===== src/rtl/shift_register_controller_if.sv =====
// Command and cell-control bundle between a command source and the shift register controller.
interface shift_register_controller_if #(
    parameter int WIDTH = 8,
    parameter int CW    = 4
);
    logic             cmd_valid;
    logic             cmd_ready;
    logic [1:0]       cmd_op;
    logic [WIDTH-1:0] cmd_data;
    logic [CW-1:0]    cmd_count;
    logic             cmd_fill;
    logic [WIDTH-1:0] q;
    logic [1:0]       sel;
    logic [WIDTH-1:0] par_in;
    logic             ser_right;
    logic             ser_left;
    logic             busy;
    logic             done;

    modport master (
        output cmd_valid, cmd_op, cmd_data, cmd_count, cmd_fill, q,
        input  cmd_ready, sel, par_in, ser_right, ser_left, busy, done
    );

    modport slave (
        input  cmd_valid, cmd_op, cmd_data, cmd_count, cmd_fill, q,
        output cmd_ready, sel, par_in, ser_right, ser_left, busy, done
    );
endinterface


===== src/rtl/shift_register_controller.sv =====
// Sequences the per-cell mux select, parallel data and serial fill bits of a
// universal shift register for load / shift / rotate commands.
module shift_register_controller #(
    parameter int WIDTH = 8,
    parameter int CW    = 4
) (
    input  logic                          clk,
    input  logic                          reset,
    shift_register_controller_if.slave    bus
);
    localparam logic [1:0] IDLE  = 2'd0;
    localparam logic [1:0] LOAD  = 2'd1;
    localparam logic [1:0] SHIFT = 2'd2;
    localparam logic [1:0] DONE  = 2'd3;

    localparam logic [1:0] OP_LOAD = 2'b00;
    localparam logic [1:0] OP_SHR  = 2'b01;
    localparam logic [1:0] OP_SHL  = 2'b10;
    localparam logic [1:0] OP_ROR  = 2'b11;

    logic [1:0]       state;
    logic [1:0]       op_r;
    logic [WIDTH-1:0] data_r;
    logic             fill_r;
    logic [CW-1:0]    remaining;

    always_ff @(posedge clk or posedge reset) begin
        if (reset) begin
            state     <= IDLE;
            op_r      <= '0;
            data_r    <= '0;
            fill_r    <= 1'b0;
            remaining <= '0;
        end else begin
            case (state)
                IDLE: begin
                    if (bus.cmd_valid) begin
                        op_r   <= bus.cmd_op;
                        data_r <= bus.cmd_data;
                        fill_r <= bus.cmd_fill;
                        if (bus.cmd_op == OP_LOAD) begin
                            state <= LOAD;
                        end else if (bus.cmd_count != '0) begin
                            state     <= SHIFT;
                            remaining <= bus.cmd_count;
                        end else begin
                            state <= DONE;
                        end
                    end
                end
                LOAD:  state <= DONE;
                SHIFT: begin
                    remaining <= remaining - 1'b1;
                    if (remaining == CW'(1)) state <= DONE;
                end
                default: state <= IDLE;
            endcase
        end
    end

    // Outputs depend only on state and latched fields, except the rotate feedback from q[0].
    always_comb begin
        bus.sel       = 2'b00;
        bus.par_in    = '0;
        bus.ser_right = 1'b0;
        bus.ser_left  = 1'b0;
        case (state)
            LOAD: begin
                bus.sel    = 2'b11;
                bus.par_in = data_r;
            end
            SHIFT: begin
                case (op_r)
                    OP_SHL: begin
                        bus.sel      = 2'b10;
                        bus.ser_left = fill_r;
                    end
                    OP_ROR: begin
                        bus.sel       = 2'b01;
                        bus.ser_right = bus.q[0];
                    end
                    default: begin
                        bus.sel       = 2'b01;
                        bus.ser_right = fill_r;
                    end
                endcase
            end
            default: ;
        endcase
    end

    assign bus.busy      = (state != IDLE);
    assign bus.done      = (state == DONE);
    assign bus.cmd_ready = (state == IDLE) && !reset;

endmodule


===== src/flat_wrapper.sv =====
// flat-port wrapper written by rule: the top's interface ports become plain ports
module shift_register_controller_flat 
#(
    parameter int WIDTH = 8,
    parameter int CW    = 4
)
  (clk, reset, bus_cmd_valid, bus_cmd_op, bus_cmd_data, bus_cmd_count, bus_cmd_fill, bus_q, bus_cmd_ready, bus_sel, bus_par_in, bus_ser_right, bus_ser_left, bus_busy, bus_done);
  shift_register_controller_if #(.WIDTH(WIDTH), .CW(CW)) bus_i ();
  input  logic clk;
  input  logic reset;
  input wire logic [$bits(bus_i.cmd_valid)-1:0] bus_cmd_valid;
  input wire logic [$bits(bus_i.cmd_op)-1:0] bus_cmd_op;
  input wire logic [$bits(bus_i.cmd_data)-1:0] bus_cmd_data;
  input wire logic [$bits(bus_i.cmd_count)-1:0] bus_cmd_count;
  input wire logic [$bits(bus_i.cmd_fill)-1:0] bus_cmd_fill;
  input wire logic [$bits(bus_i.q)-1:0] bus_q;
  output wire logic [$bits(bus_i.cmd_ready)-1:0] bus_cmd_ready;
  output wire logic [$bits(bus_i.sel)-1:0] bus_sel;
  output wire logic [$bits(bus_i.par_in)-1:0] bus_par_in;
  output wire logic [$bits(bus_i.ser_right)-1:0] bus_ser_right;
  output wire logic [$bits(bus_i.ser_left)-1:0] bus_ser_left;
  output wire logic [$bits(bus_i.busy)-1:0] bus_busy;
  output wire logic [$bits(bus_i.done)-1:0] bus_done;
  assign bus_i.cmd_valid = bus_cmd_valid;
  assign bus_i.cmd_op = bus_cmd_op;
  assign bus_i.cmd_data = bus_cmd_data;
  assign bus_i.cmd_count = bus_cmd_count;
  assign bus_i.cmd_fill = bus_cmd_fill;
  assign bus_i.q = bus_q;
  assign bus_cmd_ready = bus_i.cmd_ready;
  assign bus_sel = bus_i.sel;
  assign bus_par_in = bus_i.par_in;
  assign bus_ser_right = bus_i.ser_right;
  assign bus_ser_left = bus_i.ser_left;
  assign bus_busy = bus_i.busy;
  assign bus_done = bus_i.done;
  shift_register_controller #(.WIDTH(WIDTH), .CW(CW)) u_core (.clk(clk), .reset(reset), .bus(bus_i));
endmodule

===== config.mk =====
export PLATFORM = sky130hd
export DESIGN_NAME = shift_register_controller_flat
export DESIGN_NICKNAME = d
export VERILOG_FILES = /design/src/rtl/shift_register_controller_if.sv /design/src/rtl/shift_register_controller.sv /design/src/flat_wrapper.sv
export SDC_FILE = /design/constraint.sdc
export NUM_CORES = 1
export LEC_CHECK = 0
export ABC_CLOCK_PERIOD_IN_PS = 5800
export CAP_MARGIN = 40
export CORE_AREA = 2 2 53 50
export CTS_CLUSTER_SIZE = 28
export DETAILED_ROUTE_END_ITERATION = 16
export DIE_AREA = 0 0 55 52
export PLACE_DENSITY_LB_ADDON = 0.3
export SYNTH_ARGS = -nofsm -noshare
export SYNTH_HDL_FRONTEND = slang
export SYNTH_SLANG_ARGS = --single-unit
export TNS_END_PERCENT = 5

===== constraint.sdc =====
create_clock -name clk -period 5.8 [get_ports clk]
set_clock_uncertainty 0.2 [all_clocks]
set_input_delay 1.74 -clock clk [delete_from_list [all_inputs] [get_ports clk]]
set_output_delay 1.74 -clock clk [all_outputs]
set_load 0.03 [all_outputs]

### After elaboration in Yosys (flattened, before gate mapping)

Cells that the tools add are included.

* flip-flop bits (word level): 17
* input port bits: 26
* output and inout bits: 15
* word-level logic and storage cells: 42

* $add $sub $neg: 1
* eq/ne operators: 10
* muxes and demuxes: 16
* reduce and logical (&&, ||, !) cells: 10

Operators with widths (count)
* 4-bit two-way mux: 3
* 2-bit equality test (second input constant): 4
* 2-bit two-way mux: 4
* 8-bit two-way mux: 1
* 4-bit case mux with 2 select lines: 1
* 2-bit case mux with 3 select lines: 1
* 4-bit by 1-bit equality test with 1-bit output (second input constant): 1
* 2-bit logical NOT: 2
* 1-bit two-way mux: 4
* 2-bit by 1-bit != test with 1-bit output (second input constant): 2
* 2-bit != test (second input constant): 2
* 2-bit case mux with 2 select lines: 1
* 2-bit AND reduction: 2
* 4-bit AND reduction: 1
* 2-bit nonzero test: 2
* 4-bit nonzero test: 1
* 4-bit by 1-bit subtractor with 4-bit output (second input constant): 1
* 2-bit by 1-bit equality test with 1-bit output (second input constant): 1
* 1-bit case mux with 2 select lines: 1
* 1-bit logical AND: 1
* 1-bit logical NOT: 1

### Longest topological paths before layout

Gate-level depths: netlist of the first run.

* depth in word-level cells: 5
* mapped depth: 7
* gate-level depth less buffers: 6

### Least setup slack after synthesis of the first run

Ideal clock, no wire load.

* kind: input -> output
* start point: input port bus_q[0]
* end point: output port bus_ser_right
* arrival: 2.314 ns
* required time: 3.860 ns
* path slack: 1.546 ns
* stages on the path: 2
* buffers on the path: 0
* cells stage by stage: nand3_1 a21oi_1

* cells in the longest elaborated chain, start to end: 2

Ends and longest elaborated chain
* from (decl): line flat_wrapper.sv:16 `input wire logic [$bits(bus_i.q)-1:0] bus_q;`
* 1-bit case mux with 2 select lines: line shift_register_controller.sv:73 `case (op_r)`
* 1-bit two-way mux: line shift_register_controller.sv:67 `case (state)`
* to (decl): line flat_wrapper.sv:20 `output wire logic [$bits(bus_i.ser_right)-1:0] bus_ser_right;`

Every way passes these cells.

### Worst setup path in the final report of the first run

Same ends and word-level chain as after synthesis.

==> metrics.txt, run 1 <==
Max Freq 199 MHz; RSZ-0062 raised after global routing false; maximum vdd drop 0.000299 V; most frequent CP cell clkdlybuf4s50_1; antenna violations before repair 0; Die Span Y between 50 and 60 um; vias between 800 and 900; clock-pin slew on the worst setup and hold paths approximately 110 ps; met1 Use GR 0.205; Synth area leaders dfrtp_1, mux2_2, ha_1; P_leak about 0.59 nW; Finished Core Util 0.604; yosys warns 0; Port Buf Inserts 33; die width 55 um; Initial Util 0.439; max-slew violation count 0; critical path type input port to output pin; Worst Max-Slew Pin Slew between 600 and 700 ps; register area ~430 sq um; startpoint types input port; routed len/inst 12.9 um; Tot Pwr 762 uW; GP Congestion 0.808; nets between 150 and 200; #FFs+latches synth 17; CTS tree done; H-tree depth 1; clk sink count 17; Max transition margin 0.575; largest net degree at the start of global routing 18; Mapped Cells 98; area leader, netlist dfrtp_1; number of global-route vias before repair 806; gr busiest metal met2; ANT cells 0; most frequent cells in the layout clkdlybuf4s50_1, dfrtp_1, mux2_2; hold crit path type flip-flop to flip-flop; Worst-Skew Late Latency 290 ps; slowest stage delay, CP 680 ps; worst setup slack after placement between 700 and 800 ps; met3 Use GR 0.0690; fill count 215; Row Count 17; buffers plus inverters on the worst setup path 2; crit share post-route 0.867; Core ar. 2340 sq um; arrival time worst endpoint 3090 ps; GRT met2 Usage 0.298; Iteration-0 DRC Markers 7; placed cells 157; Cell Chain, Critical Path clkdlybuf4s50_1, nand3_1, a21oi_1, clkdlybuf4s50_1; Final setup viols 0; Data required, critical path 3860 ps; CTS buffer count 3; Crit-path slowest cell clkdlybuf4s50_1; cts hold-fix bufs 0; Synth cell types 25; min setup slack post-route 771 ps; CP top delay family buffers and inverters; Yosys top cell area share 0.415; first-pass GRT wire length 3570 um; CP max FO 1; die area 2860 sq um; DP Wirelength 1620 um; Antenna Violating Nets Remaining 0; Fin. Hold Viols 0; min cycle time layout 5030 ps; Seq/Total Area, Yosys 0.415; multi-input logic area 558 sq um; DRC Markers 0; layout cell share with drive strength beyond 1 0.158; Hold WS 309 ps; Non-Filler Instances 161; DP Area about 1400 sq um; outcome complete, no violations; commonest non-fill, non-tap cell in the layout clkdlybuf4s50_1; final wirelength 2080 um; TNS Setup 0 ps; Pre-antenna DRT Iters 4; Via density approximately 5.0; Worst setup EP type output pin; Post-CTS Setup Inserts 0; grt total ovfl 0; Mapped Avg Cell Area about 10 sq um; Mapped Nets 131; total power divided by cell area 540 nW/um^2; clock buffer depth 2; overall routing resource usage 0.175; design area 1410 sq um; clk root buf clkbuf_4; Top Ports 41; Area growth, synth to finish 37.7%; post-CTS resize count 0; max_cap viols 0; Synth Cell Area 1030 sq um
-- worst paths after layout --
path	startpoint	to	slack [ps]	depth (start not counted)
setup reg to reg	u_core.state[0]	u_core.remaining[3]	3540	5
max in group asynchronous	reset	u_core.data_r[6]	3350	2
hold reg to reg	u_core.data_r[7]	u_core.data_r[7]	310	1
min in group asynchronous	reset	u_core.state[1]	1640	2
setup / recovery	bus_q[0]	bus_ser_right	770	4
hold / removal	u_core.data_r[7]	u_core.data_r[7]	310	1
-- cell type report --
type | instances | area share
multi-input combinational | 70 | 0.395
sequential | 17 | 0.301
timing repair buffer | 33 | 0.234
tap | 28 | 0.0248
inverter | 9 | 0.0239
clock buffer | 3 | 0.0159
clock inverter | 1 | 0.00531
-- metal layers --
layer	vias to the layer above	share of wire
met2	22	0.48
met1	389	0.45
met4	0	0
met5	-	0
met3	0	0.064
li1	402	-
-- cells by family after synthesis --
family / Yosys count / share of synthesized area
buffers and inverters: 11 / 0.0415
XOR/XNOR: 1 / 0.00854
flip-flops: 17 / 0.415
adder cells (fa/ha/maj): 7 / 0.0854
multiplexers: 15 / 0.168
AO/OA/AOI/OAI: 17 / 0.111
AND/OR/NAND/NOR: 30 / 0.171
-- cells in the mapped netlist (all sizes together) --
cell	count
and2	9
ha	7
nor3	1
nand3	2
o21a	1
clkbuf	1
a21oi	8
nor2	8
nand2b	4
o21ai	5
mux2	15
nor3b	1
nand2	3
o31ai	1
xnor2	1
inv	9
nor4	2
o22ai	1
dfrtp	17
buf	1
o32ai	1
-- power breakdown --
group          internal [mW]  switching (mW)  leakage [nW]  total, mW
Combinational          0.226           0.245         0.377      0.471
Sequential             0.181          0.0436         0.200      0.224
Clock                 0.0262          0.0408        0.0139     0.0670
-- registers in the layout (all words and copies together), names as in the netlist --
| signal | cells |
|---|---|
| u_core.data_r | 8 |
| u_core.remaining | 4 |
| u_core.op_r | 2 |
| u_core.state | 2 |
| u_core.fill_r | 1 |
(Power assumes the default switching activity.)
==> inputs of run 2 (changes only) <==
- SKIP_LAST_GASP: unset -> 1
==> results of run 2 <==
Final layout, timing and power as in run 1 (identical DEF).
==> inputs of run 3 (changes only) <==
- ABC_CLOCK_PERIOD_IN_PS: 5800 -> unset
- CORE_AREA: 2 2 53 50 -> 2 2 49 46
- DIE_AREA: 0 0 55 52 -> 0 0 51 48
- DONT_BUFFER_PORTS: unset -> 1
==> metrics.txt, run 3 (synthesis gave the netlist of run 1 again) <==
CTS buffer count 3 (unchanged); Worst setup EP type output pin; Hold Path Cell Cnt 1 (unchanged); first-pass GRT wire length 3190 um (-11%); Finished Core Util 0.568 (-0.0361); Post-CTS Setup Inserts 0 (unchanged); Via density 5.58 (+11%); layout cell share with drive strength beyond 1 0.210 (+0.0521); Iteration-0 DRC Markers 18 (+11); nets 134 (-20%); DRC Markers 0 (unchanged); Initial Util 0.541 (+0.103); CP top delay family compound AO/OA/AOI/OAI gates; startpoint types input port; largest net degree at the start of global routing 18 (unchanged); total power divided by cell area 621 nW/um^2 (+15%); Highest Signal Layer met4; Worst-Skew Late Latency 290 ps (about the same); antenna violations before repair 0 (unchanged); Largest register FFs 8 (unchanged); overall routing resource usage 0.180 (+0.00556); Antenna Violating Nets Remaining 0 (unchanged); min setup slack post-route 1520 ps (+744 ps); Pre-antenna DRT Iters 4 (unchanged); Die Span Y 48 um (-7.7%); Data required, critical path 3860 ps (about the same); Final setup viols 0 (unchanged); DP Wirelength 1510 um (-6.6%); slowest stage delay, CP 550 ps (-130 ps); met3 WL 108 um (-19%); clock buffer depth 2 (unchanged); clk root buf clkbuf_4; Worst Max-Slew Pin Slew 660 ps (+24.1 ps); Cell Chain, Critical Path nand3_1, a21oi_1; post-CTS resize count 0 (unchanged); grt total ovfl 0 (unchanged); crit share post-route 0.739 (-0.128); placed cells 121 (-23%); max_cap viols 0 (unchanged); CP max FO 1 (unchanged); RSZ-0062 raised after global routing false; met2 routed WL 1060 um (+5.6%); die area 2450 sq um (-14%); Non-Filler Instances 125 (-22%); Core ar. 1900 sq um (-19%); hold crit path type flip-flop to flip-flop; Largest Register u_core.data_r; die width 51 um (-7.3%); Port Buf Inserts 0 (-100%); final wirelength 1920 um (-7.6%); vias 698 (-14%); routed len/inst 15.3 um (+19%); min cycle time layout 4280 ps (-744 ps); flop2flop setup slack 3590 ps (+50 ps); worst r2r dst u_core.remaining[3]; number of global-route vias before repair 693 (-14%); H-tree depth 1 (unchanged); biggest registers after layout u_core.data_r x8, u_core.remaining x4; Hold WS 307 ps (-2.02 ps); clock-pin slew on the worst setup and hold paths 100 ps (about the same); Worst R2R Path Depth 5 (unchanged); WHS Endpoint u_core.data_r[7]; Row Count 15 (-2); TNS Setup 0 ps (unchanged); Crit-path slowest cell a21oi_1; arrival time worst endpoint 2340 ps (-750 ps); commonest non-fill, non-tap cell in the layout dfrtp_1; Top Ports 41 (unchanged); outcome complete, no violations; buffers plus inverters on the worst setup path 0 (-2); Max transition margin 0.561 (-0.0142); P_leak 0.471 nW (-20%); WL met1 736 um (-21%); maximum vdd drop 0.000394 V (+32%); worst hold start u_core.data_r[7]; ANT cells 0 (unchanged); max-slew violation count 0 (unchanged); CTS tree done; cts hold-fix bufs 0 (unchanged); most frequent cells in the layout dfrtp_1, mux2_2, and2_1, inv_1; GP Congestion 0.802 (-0.74%); worst reg2reg path startpoint u_core.state[0]; critical path type input port to output pin; worst setup slack after placement 1520 ps (+753 ps); Area growth, synth to finish 4.88%; clk sink count 17 (unchanged); Fin. Hold Viols 0 (unchanged); Max Freq 233 MHz (+17%)
[run 3: layer usage]
layer | track usage | up-vias
met4 | 0.0162 | 0
li1 | - | 334
met3 | 0.0688 | 2
met5 | 0 | -
met2 | 0.340 | 17
met1 | 0.207 | 345
[run 3: layout make-up]
class	count	area, sq um
clock buffers	3	22.5
clock inverters	1	5.00
fillers	176	820
inverters	9	33.8
multi-input cells	70	558
flip-flops and latches	17	425
well taps	25	31.3
[run 3: where the power goes]
part | leakage (nW) | internal [mW] | total (mW) | switching, mW
registers | 0.200 | 0.181 | 0.225 | 0.0446
clock network | 0.0177 | 0.0256 | 0.0632 | 0.0375
logic | 0.253 | 0.149 | 0.380 | 0.230
[run 3: how the worst max path moves through the flow]
stage | from | endpoint | cells after the start
floorplan | bus_q[0] | bus_ser_right | 2
CTS | bus_q[0] | bus_ser_right | 2
finish | bus_q[0] | bus_ser_right | 2
global route | bus_q[0] | bus_ser_right | 2
global placement | bus_q[0] | bus_ser_right | 2
detailed placement | bus_q[0] | bus_ser_right | 2
[run 3: metrics by stage]
step	total power, mW	instance area [sq um]
floorplan	0.552	1030
global placement	0.592	1050
detailed placement	0.612	1050
CTS	0.675	1080
global route	0.730	1080
finish	0.668	1080
